<file path="config.mk">
export PLATFORM = sky130hd
export DESIGN_NAME = frame_accum
export DESIGN_NICKNAME = d
export VERILOG_FILES = /design/src/rtl/frame_accum_pkg.sv /design/src/rtl/frame_accum_sat_add.sv /design/src/rtl/frame_accum.sv
export SDC_FILE = /design/constraint.sdc
export NUM_CORES = 1
export LEC_CHECK = 0
export ABC_CLOCK_PERIOD_IN_PS = 10010
export CORE_MARGIN = 2
export CORE_UTILIZATION = 62
export DETAILED_ROUTE_END_ITERATION = 12
export MAX_ROUTING_LAYER = met4
export PLACE_DENSITY = 0.87
export SYNTH_ARGS = -nofsm -noshare
export SYNTH_HDL_FRONTEND = slang
export SYNTH_HIERARCHICAL = 1
export SYNTH_SLANG_ARGS = --single-unit
</file>
<file path="constraint.sdc">
create_clock -name clk -period 10.01 [get_ports clk]
set_input_delay 2.5025 -clock clk [delete_from_list [all_inputs] [get_ports clk]]
set_output_delay 2.5025 -clock clk [all_outputs]
set_load 0.1 [all_outputs]
</file>
<file path="src/rtl/frame_accum_pkg.sv">
// frame_accum_pkg: shared FSM state encoding and width helper for the frame accumulator
package frame_accum_pkg;

    typedef enum logic {
        ST_ACC  = 1'b0,
        ST_HOLD = 1'b1
    } state_t;

    function automatic int clog2(input int v);
        int r;
        r = 0;
        for (int i = 0; i < 31; i++)
            if ((1 << i) < v) r = i + 1;
        return r;
    endfunction

endpackage

</file>
<file path="src/rtl/frame_accum_sat_add.sv">
// sat_add: signed a+b with overflow flag and optional clamp to the signed W-bit range
module sat_add #(
    parameter int W   = 40,
    parameter int SAT = 1
) (
    input  logic signed [W-1:0] a,
    input  logic signed [W-1:0] b,
    output logic signed [W-1:0] sum,
    output logic                ovf
);

    localparam logic signed [W-1:0] ACC_MAX = {1'b0, {(W-1){1'b1}}};
    localparam logic signed [W-1:0] ACC_MIN = {1'b1, {(W-1){1'b0}}};

    logic signed [W-1:0] raw;

    // overflow only when same-signed operands produce a result of the other sign
    always_comb begin
        raw = a + b;
        ovf = (a[W-1] == b[W-1]) && (raw[W-1] != a[W-1]);
        sum = (SAT != 0 && ovf) ? (a[W-1] ? ACC_MIN : ACC_MAX) : raw;
    end

endmodule

</file>
<file path="src/rtl/frame_accum.sv">
// frame_accum: sums up to LEN signed samples per frame and hands out one result per frame
module frame_accum
    import frame_accum_pkg::*;
#(
    parameter int NN    = 16,
    parameter int ACC_W = 40,
    parameter int LEN   = 8,
    parameter int SAT   = 1
) (
    input  logic                           clk,
    input  logic                           reset,
    input  logic                           in_valid,
    output logic                           in_ready,
    input  logic signed [NN-1:0]           in,
    input  logic                           in_last,
    output logic                           out_valid,
    input  logic                           out_ready,
    output logic signed [ACC_W-1:0]        out,
    output logic                           out_ovf,
    output logic [clog2(LEN+1)-1:0]        out_cnt
);

    localparam int CW = clog2(LEN + 1);

    state_t                   state, state_nxt;
    logic signed [ACC_W-1:0]  acc, ext, nxt;
    logic [CW-1:0]            cnt;
    logic                     ovf, this_ovf, accept, deliver, frame_end;

    assign ext       = {{(ACC_W-NN){in[NN-1]}}, in};
    assign out_valid = (state == ST_HOLD);
    assign in_ready  = !out_valid || out_ready;
    assign accept    = in_valid && in_ready;
    assign deliver   = out_valid && out_ready;
    assign frame_end = accept && (cnt == CW'(LEN - 1) || in_last);

    // acc is already cleared while a result waits, so a sample taken in the Deliver cycle starts fresh
    sat_add #(.W(ACC_W), .SAT(SAT)) u_add (
        .a   (acc),
        .b   (ext),
        .sum (nxt),
        .ovf (this_ovf)
    );

    // state register
    always_ff @(posedge clk)
        if (reset) state <= ST_ACC;
        else       state <= state_nxt;

    // a frame end always (re)loads HOLD; an undelivered result keeps HOLD; otherwise accumulate
    always_comb
        state_nxt = frame_end ? ST_HOLD : (out_valid && !deliver) ? ST_HOLD : ST_ACC;

    // accumulator, sample counter, sticky overflow and result registers
    always_ff @(posedge clk)
        if (reset) begin
            acc     <= '0;
            cnt     <= '0;
            ovf     <= 1'b0;
            out     <= '0;
            out_ovf <= 1'b0;
            out_cnt <= '0;
        end else if (frame_end) begin
            out     <= nxt;
            out_ovf <= ovf || this_ovf;
            out_cnt <= cnt + CW'(1);
            acc     <= '0;
            cnt     <= '0;
            ovf     <= 1'b0;
        end else if (accept) begin
            acc     <= nxt;
            cnt     <= cnt + CW'(1);
            ovf     <= ovf || this_ovf;
        end

endmodule
</file>
## After elaboration in Yosys (flattened, before gate mapping)

Index checks and enable logic that the tools add are counted.

| cells by class | value |
|---|---|
| reductions and logical operators | 11 |
| mux-type cells | 4 |
| equality and inequality tests | 3 |
| add/sub/neg operators | 2 |

Operator list:

| kind | number |
|---|---|
| $mux 40 | 2 |
| $add 40x16->40 | 1 |
| $logic_and 1x1->1 | 5 |
| $add 4x1->4 const B | 1 |
| $eq 4x3->1 const B | 1 |
| $logic_or 1x1->1 | 3 |
| $logic_not 1->1 | 2 |
| $mux 1 | 2 |
| $reduce_or 2->1 | 1 |
| $eq 1x1->1 | 1 |
| $ne 1x1->1 | 1 |

| storage, ports and cells | value |
|---|---|
| bits in registers | 91 |
| output and inout port bits | 47 |
| word-level logic and storage cells | 27 |
| input port bits | 21 |

## Longest topological paths before layout

Gate-level depths: netlist of the first run.

| logic depth | value |
|---|---|
| depth in word-level cells | 5 |
| gate-level depth with buffers | 14 |
| gate-level depth less buffers | 12 |

## By module

Netlist of the first run, hierarchy kept.

Modules (own cells, without submodules):

| module | times used | cells an instance | area an instance (sq um) | sequential area each (sq um) |
|---|---|---|---|---|
| frame_accum | 1 | 407 | 3340.7 | 1821.7 |
| sat_add | 1 | 382 | 2690.1 | 0.0 |

## Worst setup path before layout of the first run

Ideal clock, no wire load.

| timing | value |
|---|---|
| path type | input -> output |
| from | in out_ready |
| to | out in_ready |
| stages on the path | 2 |
| data required time | 7508 ps |
| slack | 4440 ps |
| path buffers | 1 |
| arrival time | 3067 ps |
| cell sequence | nand2b_1 > buf_2 |

| on the way | value |
|---|---|
| longest elaborated chain between the ends | 1 |

Ends and longest elaborated chain:

| what | line | RTL |
|---|---|---|
| start, declared | frame_accum.sv:17 | `input logic out_ready,` |
| $logic_or 1x1->1 | frame_accum.sv:32 | `assign in_ready = !out_valid \|\| out_ready;` |
| end, declared | frame_accum.sv:13 | `output logic in_ready,` |

No other way between the ends.

## Worst setup path after layout of the first run

Ends and elaborated chain as after synthesis.

==> results of run 1 <==
[layout by cell type, fill, tap and decap left out, types with 12 or more instances in the layout]
master / synthesis / layout
a21o_1: 58 / 58
a21oi_1: 124 / 124
clkdlybuf4s50_1: 0 / 66
dfxtp_1: 91 / 91
ha_1: 40 / 40
inv_1: 12 / 12
nand2_1: 157 / 156
nand3_1: 57 / 56
nor2_1: 25 / 25
o21ai_0: 26 / 26
xnor2_1: 19 / 19
xor2_1: 12 / 12
[cell usage after synthesis (3+ instances only)]
cell type    n
a211oi_1     3
a21o_1      58
a21oi_1    124
a21oi_2      7
a31o_2       6
a31oi_1      7
buf_2       18
buf_4        4
buf_6        6
clkbuf_1    22
dfxtp_1     91
ha_1        40
inv_1       12
nand2_1    157
nand2b_1     8
nand3_1     57
nand4_1      4
nor2_1      25
nor2b_1      5
nor3_1       8
o211ai_1     5
o21a_1       4
o21ai_0     26
o21bai_1     5
xnor2_1     19
xor2_1      12
[flip-flops by register name, indices dropped and copies added (netlist names)]
signal	flops
out	40
acc	40
out_valid	1
out_cnt	4
ovf	1
cnt	4
out_ovf	1
[routing by layer]
layer / wire length [um] / GRT usage (%) / vias to the layer above
met3: 1095 / 5.492 / 42
met1: 6951 / 39.60 / 2815
met4: 306 / 10.77 / 0
li1: - / - / 2868
met2: 7553 / 53.14 / 270
met5: 0 / - / -
[how the worst min path moves through the flow]
stage	cells after the start	slack (ps)	start	to
2_1_floorplan	2	440	acc[0]$_SDFFE_PP0P_	acc[0]$_SDFFE_PP0P_
5_1_grt	2	480	out[4]$_SDFFE_PP0P_	out[4]$_SDFFE_PP0P_
4_1_cts	2	460	out[23]$_SDFFE_PP0P_	out[23]$_SDFFE_PP0P_
6_report	2	460	out[22]$_SDFFE_PP0P_	out[22]$_SDFFE_PP0P_
3_3_place_gp	2	440	out[23]$_SDFFE_PP0P_	out[23]$_SDFFE_PP0P_
3_5_place_dp	2	450	out[23]$_SDFFE_PP0P_	out[23]$_SDFFE_PP0P_
[stage by stage]
| stage | area (um2) | setup WS, ps |
|---|---|---|
| after CTS | 6840 | 3079 |
| after detailed placement | 6648 | 3092 |
| final | 6840 | 3088 |
| after global routing | 6840 | 3023 |
| after global placement | 6648 | 3130 |
| after floorplan | 6031 | 4440 |
[cell families after synthesis]
| kind of cell | after synthesis |
|---|---|
| AOI/OAI and AO/OA | 270 |
| xor gates and xnor gates | 31 |
| adders and majority gates | 42 |
| buffers and inverters | 64 |
| DFF | 91 |
| muxes | 3 |
| and+or+nand+nor | 288 |
[worst min-delay path, cell delays in order, from the launching register on]
cell,delay [ps]
dfxtp_1,320
nand2_1,50
a21oi_1,50
[cell type report]
cell class                 count  share of cell area, %
clock inverter                 7                  1.006
clock buffer                   9                  1.811
tap                          129                  2.360
inverter                      12                 0.6585
multi-input combinational    634                  57.03
sequential                    91                  26.63
timing repair buffer          74                  10.50
[power by group]
group | switching [mW] | total, mW | internal, mW
registers | 0.0128 | 0.397 | 0.384
logic | 0.241 | 0.362 | 0.121
clock network | 0.155 | 0.252 | 0.0968
total | 0.409 | 1.01 | 0.602
==> impl_results.md, run 1 <==
* Largest family of logic cells by synthesized area: compound AO/OA/AOI/OAI gates
* TritonCTS clock tree: done
* Post-Route WL at 15.91 mm
* Max Cap Viol at 0
* Syn-to-layout area delta at 13.42%
* Worst Setup SP: out_ready
* Clock Latency Late Sink at 380 ps
* Reg clk slew, reported paths at 100 ps
* Most used cell, CP: clkdlybuf4s50_1
* Hold WC Path Type: reg2reg
* Register area share after synthesis at 30.21%
* Hold-fix buffers, CTS at 0
* Compound-Gate Fraction of Synth Area at 28.78%
* Bufs and invs on worst path at 2
* VDD IR max at 0.09303 mV
* Fill cells at 726
* R2r setup slk at 6210 ps
* Fmax at 0.1445 GHz
* Routed vias at 5995
* Critical path required time at 7510 ps
* Power per cell area at 147.8 nW/um2
* Post-synth top flop: dfxtp_1
* Worst hold margin at 457.4 ps
* Slew HR at 32.28%
* Cells after Synth at 789
* Syn Nets at 851
* Core area at 9328 um2
* WL/cell at 16.64 um
* Reg2Reg Depth at 12
* CP arrival at 4420 ps
* Die footprint at 10530 um2
* Static Leak at 2.867 nW
* H-tree levels at 3
* Worst r2r dst: out[19]$_SDFFE_PP0P_
* Final setup vio count at 0
* RSZ-0062 raised after global routing: false
* ANT cells at 0
* CTS Buffer Depth at 2
* Worst Max-Slew Pin Slew at 1016 ps
* Placed Cells at 940
* Multi-input gate area at 3901 um2
* Post-CTS setup buffer count at 0
* Reg area at 1822 um2
* Site row count at 35
* TNS Setup at 0 ps
* Mapped Avg Cell Area at 7.644 um2
* Post_cts resized at 0
* Non-filler cells, final at 956
* Io pins at 68
* Root buf cell: clkbuf_8
* WP depth at 3
* First-pass GRT wire length at 26.39 mm
* Total power at 1.011 mW
* Post-synth ARST share at 0%
* GRT overflow at 0
* Die Wd at 102.6 um
* Starting Density at 64.65%
* Count of final hold-check violations at 0
* Largest stage delay on the critical path at 1200 ps
* Warnings from Yosys at 6
* Final Skew at 12.38 ps
* Worst R2R Start: acc[8]$_SDFFE_PP0P_
* Synth cell types at 69
* Crit. End Element: output pin
* Slew Limit Fails at 0
* Post-synth EDFFs at 0
* Vias per cell at 6.271
* Area leader, netlist: dfxtp_1
* Drt first pass iters at 9
* Area contributors post-synth: dfxtp_1 (30%), a21oi_1 (10%), nand2_1 (9.8%)
* GRT Util Overall at 32.05%
* Slowest CP cell: clkdlybuf4s50_1
* Initial antenna violation count at 0
* GPL Wtd Cong at 0.9359
* CP Launch Type: input port
* Share of the synthesized area in the top cell type at 30.21%
* Mux cell area share after synthesis at 0.5187%
* Status: finished clean
* Synthesized cell area at 6031 um2
* Nets at 884
* Post-synthesis xor/xnor area fraction at 4.502%
* Routed Antenna Nets at 0
* Pin count of the biggest net entering global routing at 92
* CP Cell Sequence: clkdlybuf4s50_1 -> nand2b_1 -> clkdlybuf4s50_1
* Die H at 102.6 um
* Remaining routing DRC violations at 0
* Synth Area in Adders at 8.797%
* CP Capture Point: in_ready
* IO buf count at 67
* CTS buffer count at 9
* Number of global-route vias before repair at 5797
* Top delay family on crit path: buffers and inverters
* Simple-gate share of the synthesized area at 21.85%
* Critical path class: in2out
* FF+latch count, synth at 91
* CTS sink cnt at 91
* Critical path peak fanout at 6
* Final design utilization at 73.33%
* Share of cells above drive strength 1 at 6.530%
* Fin crit period at 6922 ps
* Iteration-0 DRC Markers at 358
* Post-DP HPWL at 10.46 mm
* Period utilization at 69.15%
Power figures use the tool's default switching activity.
==> run 2, diff against run 1 <==
Settings changed: ABC_CLOCK_PERIOD_IN_PS 10010 to 5700, CORE_UTILIZATION 62 to 52, PLACE_DENSITY 0.87 to 0.78.
Clock period 10.01 ns to 5.7 ns, I/O delays scaled along.
==> impl_results.md, run 2 (same netlist as run 1, synthesis figures left out) <==
* Status: finished clean
* Routed Antenna Nets at 0 (unchanged)
* GPL Wtd Cong at 0.8969 (-4.2%)
* Post_cts resized at 0 (unchanged)
* Post-DP HPWL at 10.76 mm (+2.8%)
* Max Cap Viol at 0 (unchanged)
* Gate power share at 33.1% (-2.7 points)
* CTS sink cnt at 91 (unchanged)
* Die Wd at 111.7 um (+8.8%)
* Final Skew at 8.588 ps (-3.788 ps)
* Pin count of the biggest net entering global routing at 61 (-34%)
* Io pins at 68 (unchanged)
* IO buf count at 67 (unchanged)
* Static Leak at 2.925 nW (+2.0%)
* Sw Ratio at 36.75% (-3.7 points)
* Met1 usage at 34.78% (-4.8 points)
* Fmax at 0.2184 GHz
* GR peak layer: met2
* Worst setup margin at 1121 ps (-1967 ps)
* Met3 Use GR at 3.103% (-2.4 points)
* Pre-CTS setup slack at 799.7 ps (-2292 ps)
* Multi-input gate area at 3896 um2 (-0.13%)
* CP Launch Type: input port
* Critical path required time at 5970 ps (-1540 ps)
* Most common cell after layout, fill and taps aside: nand2_1
* Nets at 887 (+0.34%)
* Post-CTS setup buffer count at 0 (unchanged)
* Vias per cell at 5.908 (-5.8%)
* Hold WC Path Type: reg2reg
* Count of final hold-check violations at 0 (unchanged)
* Share of cells above drive strength 1 at 6.867% (+0.34 points)
* Routed vias at 5748 (-4.1%)
* Placed Cells at 957 (+1.8%)
* Reg2Reg Depth at 12 (unchanged)
* Slew Limit Fails at 0 (unchanged)
* Fill cells at 1065 (+47%)
* Site row count at 39 (+11%)
* Worst R2R Start: acc[0]$_SDFFE_PP0P_
* Power per cell area at 273.8 nW/um2 (+85%)
* Iteration-0 DRC Markers at 340 (-5.0%)
* Initial antenna violation count at 0 (unchanged)
* Hold-fix buffers, CTS at 0 (unchanged)
* Non-filler cells, final at 973 (+1.8%)
* Fin crit period at 4579 ps
* TritonCTS clock tree: done
* Sequential Power Share at 36.5% (-2.8 points)
* Reg area at 1822 um2 (unchanged)
* Reg clk slew, reported paths at 60 ps (-40 ps)
* Critical path peak fanout at 33 (+27)
* Slew HR at 24.54% (-7.7 points)
* Starting Density at 53.04% (-12 points)
* Critical path class: in2reg
* CTS buffer count at 9 (unchanged)
* CP arrival at 4850 ps (+430 ps)
* GRT Util Overall at 26.00% (-6.1 points)
* WL/cell at 15.87 um (-4.6%)
* Crit. End Element: flop
* Worst Setup SP: in[15]
* RSZ-0062 raised after global routing: false
* Registers with the most flip-flops: acc: 40 flops, out: 40 flops
* Clock Latency Late Sink at 360 ps (-20 ps)
* GRT overflow at 0 (unchanged)
* Die footprint at 12470 um2 (+18%)
* Internal power at 1.209 mW (+100%)
* Clock power frac at 30.3% (+5.4 points)
* Switching Power at 702.4 uW (+72%)
* CP Capture Point: acc[33]$_SDFFE_PP0P_
* Drt first pass iters at 5 (-4)
* Met2 GRT Util at 40.28% (-13 points)
* Period utilization at 80.33%
* Most frequent cells in the layout: nand2_1 (156), a21oi_1 (124), dfxtp_1 (91)
* Worst hold margin at 455.6 ps (-1.871 ps)
* Worst r2r dst: out[32]$_SDFFE_PP0P_
* Root buf cell: clkbuf_16
* VDD IR max at 0.1811 mV (+95%)
* Final design utilization at 61.41% (-12 points)
* ANT cells at 0 (unchanged)
* TNS Setup at 0 ps (unchanged)
* First-pass GRT wire length at 26.22 mm (-0.63%)
* Core area at 11370 um2 (+22%)
* CTS Buffer Depth at 2 (unchanged)
* Die H at 111.7 um (+8.8%)
* Final setup vio count at 0 (unchanged)
* Post-Route WL at 15.45 mm (-2.9%)
* R2r setup slk at 2350 ps (-3860 ps)
* Worst Max-Slew Pin Slew at 1132 ps (+116.1 ps)
* Remaining routing DRC violations at 0 (unchanged)
* H-tree levels at 3 (unchanged)
* Number of global-route vias before repair at 5528 (-4.6%)
* Syn-to-layout area delta at 15.77%
## run 2: cell types whose count changed in the layout (fill, tap and decap cells not counted), sizes merged
cell	previous run	this run
buf	8	12
inv	16	13
clkbuf	9	11
clkdlybuf4s50	66	65
clkinvlp	2	3
## run 2: layout make-up
class / instances / share of cell area [%]
clock buffers: 11 / 3.620
clock inverters: 5 / 0.5197
inverters: 12 / 0.6452
multi-input cells: 634 / 55.81
flip-flops and latches: 91 / 26.09
well taps: 143 / 2.563
repair buffers: 77 / 10.75
## run 2: power by group through the flow
stage	clock (mW)	combinational, mW	sequential [mW]
6_report	0.580	0.633	0.698
5_1_grt	0.619	0.682	0.703
4_1_cts	0.593	0.629	0.699
3_5_place_dp	0	0.625	0.712
3_3_place_gp	0	0.616	0.711
2_1_floorplan	0	0.339	0.865
## run 2: metal layers
layer	wire (um)	vias up
met4	332	0
li1	-	2880
met5	0	-
met1	7423	2702
met3	660	24
met2	7028	142
## run 2: worst min-delay path by stage
stage                                    start                    to  slack [ps]  cells after the start
final                     out[39]$_SDFFE_PP0P_  out[39]$_SDFFE_PP0P_         460                      2
after global routing       acc[8]$_SDFFE_PP0P_   acc[8]$_SDFFE_PP0P_         480                      2
after CTS                 out[39]$_SDFFE_PP0P_  out[39]$_SDFFE_PP0P_         460                      2
after detailed placement  out[39]$_SDFFE_PP0P_  out[39]$_SDFFE_PP0P_         450                      2
after global placement    out[16]$_SDFFE_PP0P_  out[16]$_SDFFE_PP0P_         440                      2
after floorplan            acc[0]$_SDFFE_PP0P_   acc[0]$_SDFFE_PP0P_         440                      2
## run 2: worst max-delay path, stage by stage
cell	delay, ps
clkdlybuf4s50_1	550
ha_1	470
nand2_2	130
nor4_4	290
o211ai_1	140
a31oi_1	280
nor3b_2	280
o211ai_2	160
a211oi_4	440
buf_12	260
a41o_1	190
nand3_1	80
a21oi_1	150
## run 2: stage by stage
stage | cell area [um2] | power [mW]
final | 6982 | 1.911
after global routing | 6982 | 2.004
after CTS | 6982 | 1.921
after detailed placement | 6693 | 1.337
after global placement | 6693 | 1.327
after floorplan | 6031 | 1.204
